===== src/rtl/cmp_pkg.sv =====
// Shared encodings for the iterative magnitude comparator.
package cmp_pkg;

  // FSM state encoding
  typedef enum logic [1:0] {
    IDLE = 2'd0,
    CMP  = 2'd1,
    DONE = 2'd2
  } state_t;

  // Result codes packed as {eq, less, greater}
  localparam logic [2:0] RES_NONE = 3'b000;
  localparam logic [2:0] RES_EQ   = 3'b100;
  localparam logic [2:0] RES_LT   = 3'b010;
  localparam logic [2:0] RES_GT   = 3'b001;

  // Map a single chunk comparison onto a result code
  function automatic logic [2:0] result_code(input logic is_eq, input logic is_lt);
    if (is_eq) begin
      return RES_EQ;
    end else if (is_lt) begin
      return RES_LT;
    end else begin
      return RES_GT;
    end
  endfunction

endpackage


===== src/rtl/chunk_cmp.sv =====
// Combinational unsigned compare of one CHUNK-bit slice.
// Generalised form of the original 2-bit comparator.
module chunk_cmp #(
  parameter int CHUNK = 2
) (
  input  logic [CHUNK-1:0] x,
  input  logic [CHUNK-1:0] y,
  output logic             eq,
  output logic             lt,
  output logic             gt
);

  assign eq = (x == y);
  assign lt = (x <  y);
  assign gt = (x >  y);

endmodule


===== src/rtl/iter_mag_comparator.sv =====
// Multi-cycle WIDTH-bit magnitude comparator, CHUNK bits per cycle,
// MSB chunk first, exiting at the first differing chunk.
//
// state | meaning
// IDLE  | waiting for start
// CMP   | comparing chunk idx of the captured operands
// DONE  | result registered, done pulse, may accept a new start
module iter_mag_comparator
  import cmp_pkg::*;
#(
  parameter  int WIDTH  = 16,
  parameter  int CHUNK  = 2,
  localparam int NCHUNK = WIDTH / CHUNK
) (
  input  logic                        clk,
  input  logic                        rst_n,
  input  logic                        start,
  input  logic                        signed_mode,
  input  logic [WIDTH-1:0]            a,
  input  logic [WIDTH-1:0]            b,
  output logic                        busy,
  output logic                        done,
  output logic                        eq,
  output logic                        less,
  output logic                        greater,
  output logic [$clog2(NCHUNK+1)-1:0] cycles
);

  localparam int CW = $clog2(NCHUNK + 1);
  localparam int IW = (NCHUNK > 1) ? $clog2(NCHUNK) : 1;
  localparam logic [WIDTH-1:0] SIGN_BIT = {1'b1, {(WIDTH-1){1'b0}}};

  state_t           state;
  state_t           state_nxt;
  logic [WIDTH-1:0] a_q;
  logic [WIDTH-1:0] b_q;
  logic [IW-1:0]    idx;
  logic             capture;
  logic             advance;
  logic             finish;
  logic             last;
  logic             c_eq;
  logic             c_lt;
  logic             c_gt;

  // The operand registers shift left as chunks are consumed, so the chunk
  // under test is always the top CHUNK bits; this is equivalent to selecting
  // bits [WIDTH-1-idx*CHUNK -: CHUNK] of the captured values.
  chunk_cmp #(.CHUNK(CHUNK)) u_chunk (
    .x  (a_q[WIDTH-1 -: CHUNK]),
    .y  (b_q[WIDTH-1 -: CHUNK]),
    .eq (c_eq),
    .lt (c_lt),
    .gt (c_gt)
  );

  assign last = (idx == IW'(NCHUNK - 1));

  // State register
  always_ff @(posedge clk or negedge rst_n) begin
    if (!rst_n) begin
      state <= IDLE;
    end else begin
      state <= state_nxt;
    end
  end

  // Next-state and datapath control decode
  always_comb begin
    state_nxt = state;
    capture   = 1'b0;
    advance   = 1'b0;
    finish    = 1'b0;
    case (state)
      IDLE: begin
        if (start) begin
          capture   = 1'b1;
          state_nxt = CMP;
        end
      end
      CMP: begin
        if (!c_eq || last) begin
          finish    = 1'b1;
          state_nxt = DONE;
        end else begin
          advance = 1'b1;
        end
      end
      DONE: begin
        if (start) begin
          capture   = 1'b1;
          state_nxt = CMP;
        end else begin
          state_nxt = IDLE;
        end
      end
      default: begin
        state_nxt = IDLE;
      end
    endcase
  end

  // Operand capture (offset-binary in signed mode) and chunk stepping
  always_ff @(posedge clk or negedge rst_n) begin
    if (!rst_n) begin
      a_q <= '0;
      b_q <= '0;
      idx <= '0;
    end else if (capture) begin
      a_q <= a ^ (signed_mode ? SIGN_BIT : '0);
      b_q <= b ^ (signed_mode ? SIGN_BIT : '0);
      idx <= '0;
    end else if (advance) begin
      a_q <= a_q << CHUNK;
      b_q <= b_q << CHUNK;
      idx <= idx + IW'(1);
    end
  end

  // Result registers, updated only on the edge entering DONE
  always_ff @(posedge clk or negedge rst_n) begin
    if (!rst_n) begin
      {eq, less, greater} <= RES_NONE;
      cycles              <= '0;
    end else if (finish) begin
      {eq, less, greater} <= result_code(c_eq, c_lt);
      cycles              <= CW'(idx) + CW'(1);
    end
  end

  assign busy = (state == CMP);
  assign done = (state == DONE);

endmodule


===== config.mk =====
export PLATFORM = sky130hd
export DESIGN_NAME = iter_mag_comparator
export DESIGN_NICKNAME = d
export VERILOG_FILES = /design/src/rtl/cmp_pkg.sv /design/src/rtl/chunk_cmp.sv /design/src/rtl/iter_mag_comparator.sv
export SDC_FILE = /design/constraint.sdc
export NUM_CORES = 1
export LEC_CHECK = 0
export ABC_AREA = 1
export BUFFER_PORTS_ARGS = -buffer_cell sky130_fd_sc_hd__buf_2
export CAP_MARGIN = 20
export CELL_PAD_IN_SITES_DETAIL_PLACEMENT = 0
export CELL_PAD_IN_SITES_GLOBAL_PLACEMENT = 1
export CORE_MARGIN = 1
export CORE_UTILIZATION = 39
export CTS_CLUSTER_DIAMETER = 150
export CTS_CLUSTER_SIZE = 28
export DETAILED_ROUTE_END_ITERATION = 16
export HOLD_SLACK_MARGIN = 0.02
export PLACE_DENSITY = 0.8
export SETUP_SLACK_MARGIN = 0.4
export SYNTH_ARGS = -nofsm -noshare
export SYNTH_HDL_FRONTEND = slang
export SYNTH_SLANG_ARGS = --single-unit

===== constraint.sdc =====
create_clock -name clk -period 1.65 [get_ports clk]
set_input_delay 0.495 -clock clk [delete_from_list [all_inputs] [get_ports clk]]
set_output_delay 0.495 -clock clk [all_outputs]
set_load 0.01 [all_outputs]

# Word-level counts from Yosys, hierarchy flattened
# Index checks and enable logic that the tools add are counted.
[totals]
output_inout_bits = 9
ff_bits = 44
[classes]
n_lt_le_gt_ge = 1
n_addsub = 2
n_eq_ne = 6
reduce_logical = 6
n_bitwise = 2
mux = 19
[op_table]
columns = ["op", "n"]
rows = [
  ["2-to-1 mux 16 bit", 5],
  ["XOR 16 bit", 2],
  ["2-to-1 mux 3 bit", 3],
  ["2-to-1 mux 1 bit", 7],
  ["2-to-1 mux 2 bit", 3],
  ["one-hot mux 2 bit (3 select lines)", 1],
  ["adder 3 x 1 -> 4 bit, second input constant", 1],
  ["adder 3 x 1 -> 3 bit, second input constant", 1],
  ["== test 3 bit, second input constant", 1],
  ["== test 2 x 1 -> 1 bit, second input constant", 1],
  ["== test 2 bit", 1],
  ["== test 2 bit, second input constant", 1],
  ["zero test 2 bit", 1],
  ["less-than comparator 2 bit", 1],
  ["inequality test 2 x 1 -> 1 bit, second input constant", 1],
  ["inequality test 2 bit, second input constant", 1],
  ["AND reduction 2 bit", 1],
  ["nonzero test 2 bit", 1],
  ["OR reduction 2 bit", 1],
  ["zero test 1 bit", 1],
  ["logical OR 1 bit", 1],
]

# Longest topological paths before layout
[logic_depth]
word_depth = 7
ltp_mapped = 9
depth_no_buf = 8

# Cells and area by module
# From an unflattened synthesis, not the netlist that was laid out.
[unflattened]
cells_unflattened = 242
area_unflattened_um2 = 2063.2
[modules_own_cells]
columns = ["module", "area_per_inst_um2", "cells_each", "instances", "seq_area_each_um2"]
rows = [
  ["iter_mag_comparator", 1998.2, 231, 1, 1101.1],
  ["chunk_cmp", 65.1, 11, 1, 0.0],
]

# Worst setup path before layout
# No wires, ideal clock.
[synth_path]
path_type = "register -> register"
start = "reg idx[0]"
end = "reg a_q[15]"
path_stages_with_launch = 9
slack_ns = 0.192
required_ns = 1.584
arrival_time_ns = 1.392
cell_sequence = "dfrtp_1 -> ha_1 -> ha_1 -> nor2_2 -> nand2_4 -> nand2_1 -> buf_2 -> nand2_1 -> nand2_1"
[synth_between]
elab_chain_len = 5
[synth_lines]
columns = ["element", "line", "source"]
rows = [
  ["start, declared", "iter_mag_comparator.sv:37", "logic [IW-1:0] idx;"],
  ["start signal, assigned", "iter_mag_comparator.sv:116", "idx <= idx + IW'(1);"],
  ["== test 3 bit", "iter_mag_comparator.sv:57", "assign last = (idx == IW'(NCHUNK - 1));"],
  ["logical OR 1 bit", "iter_mag_comparator.sv:82", "if (!c_eq || last) begin"],
  ["2-to-1 mux 1 bit", "iter_mag_comparator.sv:82", ""],
  ["2-to-1 mux 1 bit", "iter_mag_comparator.sv:74", "case (state)"],
  ["nonzero test 2 bit (no line)", "n/a", ""],
  ["end signal, assigned", "iter_mag_comparator.sv:110", "a_q <= a ^ (signed_mode ? SIGN_BIT : '0);"],
  ["end signal, assigned", "iter_mag_comparator.sv:114", "a_q <= a_q << CHUNK;"],
  ["end, declared", "iter_mag_comparator.sv:35", "logic [WIDTH-1:0] a_q;"],
]
# No other way between the ends.
# A chain may end at the register's enable or synchronous reset.

# Final worst setup path
[layout_path]
start = "reg idx[1]"
end = "reg a_q[8]"
# The elaborated chain is that of the path after synthesis.

==> impl_metrics.json <==
{
  "status": "complete, no violations",
  "syn_area_um2": 2200,
  "pwr-share-comb_pct": 51.8,
  "p_seq_share_pct": 34.7,
  "fin_crit_sh_pct": 90.3,
  "clk_latency_ps": 290,
  "final_antenna_net_count": 0,
  "async_reset_ff_share_pct": 100,
  "yosysUniqueCellTypes": 16,
  "yosysWarningCount": 0,
  "core_um2": 5270,
  "initialDrtViolationCount": 93,
  "syn_nets": 339,
  "min_period_ps": 1490,
  "crit_arrival_ps": 1670,
  "switching_share_pct": 41.5,
  "portBuffers": 44,
  "row_count": 26,
  "r2r_end": "a_q[8]",
  "p_leak_uw": 0.00163,
  "worstMarginPinSlew_ps": 254,
  "synthTopCellsByCount": "nand2_1, dfrtp_1, nand3_1, buf_2, inv_1",
  "grt_pass1_vias": 1841,
  "power_frac_clock_pct": 13.6,
  "chipWidth_um": 77.1,
  "switching_power_uw": 2140,
  "antenna_found_initial": 0,
  "rr_worst_depth": 7,
  "grt_setup_unrepaired": "yes",
  "syn-instance-count": 299,
  "reg2reg_slack_ps": 160,
  "n_fill_cell": 551,
  "io_pins": 45,
  "globalRouteTotalUtil_pct": 17.4,
  "worstSetupStartpointType": "flop",
  "path_class": "flop to flop",
  "yosysSeqAreaShare_pct": 50.1,
  "cts_buffers": 5,
  "clockRootBuffer": "clkbuf_8",
  "fmaxAchievable_ghz": 0.671,
  "num_vias": 1956,
  "yosysMostFrequentCell": "nand2_1",
  "syn_area_per_cell_um2": 7.35,
  "grt_overflow": 0,
  "synth_flop_cell": "dfrtp_1",
  "skew_ps": 9.75,
  "drcViolationCount": 0,
  "cts_num_sinks": 44,
  "cts_tree": "yes",
  "drive_above_1_share_pct": 27.5,
  "area_delta_synth_final_pct": 29.5,
  "required_ps": 1830,
  "grt_pass1_wl_mm": 8.34,
  "relSlewSlack_pct": 83.0,
  "slew_viol_final": 0,
  "post-route-util_pct": 54.0,
  "max_cap_violations": 0,
  "die_area_um2": 5940,
  "clk_pin_slew_ps": 90,
  "setup_violations": 0,
  "detail_route.first_pass.iterations": 6,
  "hp-class": "input port to async pin",
  "worst-path-max-fanout": 32,
  "dp_hpwl_mm": 3.11,
  "dpl.cell_count": 408,
  "synth_seq_cells": 44,
  "whs_ps": 174,
  "start_util_pct": 41.7,
  "wirelength_mm": 4.94,
  "fin_nets": 396,
  "antenna_cells": 0,
  "h-tree-depth": 2,
  "die_y_um": 77.1,
  "viasPerCell": 4.58,
  "ir_drop_mv": 0.722,
  "instances_no_fill": 427,
  "synthTopCellsByArea": "dfrtp_1, nand2_1, nand3_1",
  "r2r-start": "idx[1]",
  "p_int_uw": 3020,
  "wl_per_cell_um": 11.6,
  "grt_max_degree": 45,
  "hold_viol": 0,
  "place_congestion": 0.724,
  "ctsLongestPathBuffers": 2,
  "endpoint_kind": "flop",
  "p_total_uw": 5160,
  "setup_tns_ps": 0,
  "power_density_nw_per_um2": 1810,
  "yosysTopAreaCell": "dfrtp_1",
  "synth-edff-count": 0,
  "synth.top_cell.area_share_pct": 50.1
}
==> worst max-delay path, stage by stage (launching register included) <==
cell and delay [ps]:
dfrtp_1 410, ha_2 210, ha_4 170, nor2_4 120, nand2_4 120, buf_12 190, nand3_1 80, nand2_1 60
==> stage by stage <==
stage	cell area [um2]	setup WS, ps
finish	2850	159
floorplan	2300	333
global placement	2580	127
global route	2850	105
detailed placement	2580	101
CTS	2760	164
==> power groups by stage <==
| stage | Clock [uW] | Combinational (uW) | Sequential (uW) |
|---|---|---|---|
| 3_5_place_dp | 0 | 2200 | 1810 |
| 3_3_place_gp | 0 | 2160 | 1800 |
| 5_1_grt | 761 | 3030 | 1840 |
| 2_1_floorplan | 0 | 1750 | 1800 |
| 4_1_cts | 730 | 2430 | 1780 |
| 6_report | 699 | 2670 | 1790 |
==> cell usage in the layout (no fill, tap or decap), drive strengths merged <==
cell type    n
nand2      173
buf         65
dfrtp       44
nand3       38
inv         12
nor2         8
clkbuf       7
o21ai        4
ha           4
o21bai       1
clkinvlp     1
==> routing by layer <==
metal	global-route usage, %	vias up	wire, um
met5	0	-	0
li1	-	1032	-
met2	30.8	27	2390
met1	22.0	895	2380
met4	5.09	0	35
met3	2.62	2	128
==> cells by family (layout without fill, tap and decap cells) <==
kind of cell	Yosys count	count (layout)	share of synthesized area, %
adders and majority gates	4	4	2.28
AOI/OAI and AO/OA	5	5	1.25
DFF	44	44	50.1
buffers and inverters	27	85	5.35
and+or+nand+nor	219	219	41.0
==> sequential cells by signal, summed over array words and instances (netlist names) <==
register,flops
state,2
greater,1
cycles,4
b_q,16
idx,3
eq,1
a_q,16
less,1
==> timing repair <==
action | in CTS | in global routing
setup buffers | 5 | 6
pin swaps | 2 | 6
setup endpoints to repair | 51 | 52
hold buffers | 0 | 0
gates resized for setup | 10 | 18
==> worst max-delay path by stage <==
stage | startpoint | end | slack [ps] | cells past startpoint
6_report | idx[1] | a_q[8] | 160 | 7
5_1_grt | idx[1] | a_q[3] | 110 | 7
4_1_cts | state[0] | busy | 160 | 3
3_5_place_dp | b_q[15] | a_q[9] | 100 | 8
3_3_place_gp | a_q[14] | b_q[3] | 130 | 8
2_1_floorplan | a_q[15] | a_q[12] | 330 | 8
==> layout make-up <==
cell class / count / area [um2] / share of cell area (%)
clock buffer: 7 / 86.3 / 3.03
clock inverter: 1 / 7.51 / 0.264
timing repair buffer: 65 / 420 / 14.8
tap: 70 / 87.6 / 3.08
sequential: 44 / 1100 / 38.7
inverter: 12 / 47.5 / 1.67
multi-input combinational: 228 / 1090 / 38.4
No activity file was read; power rests on OpenSTA's default activity.
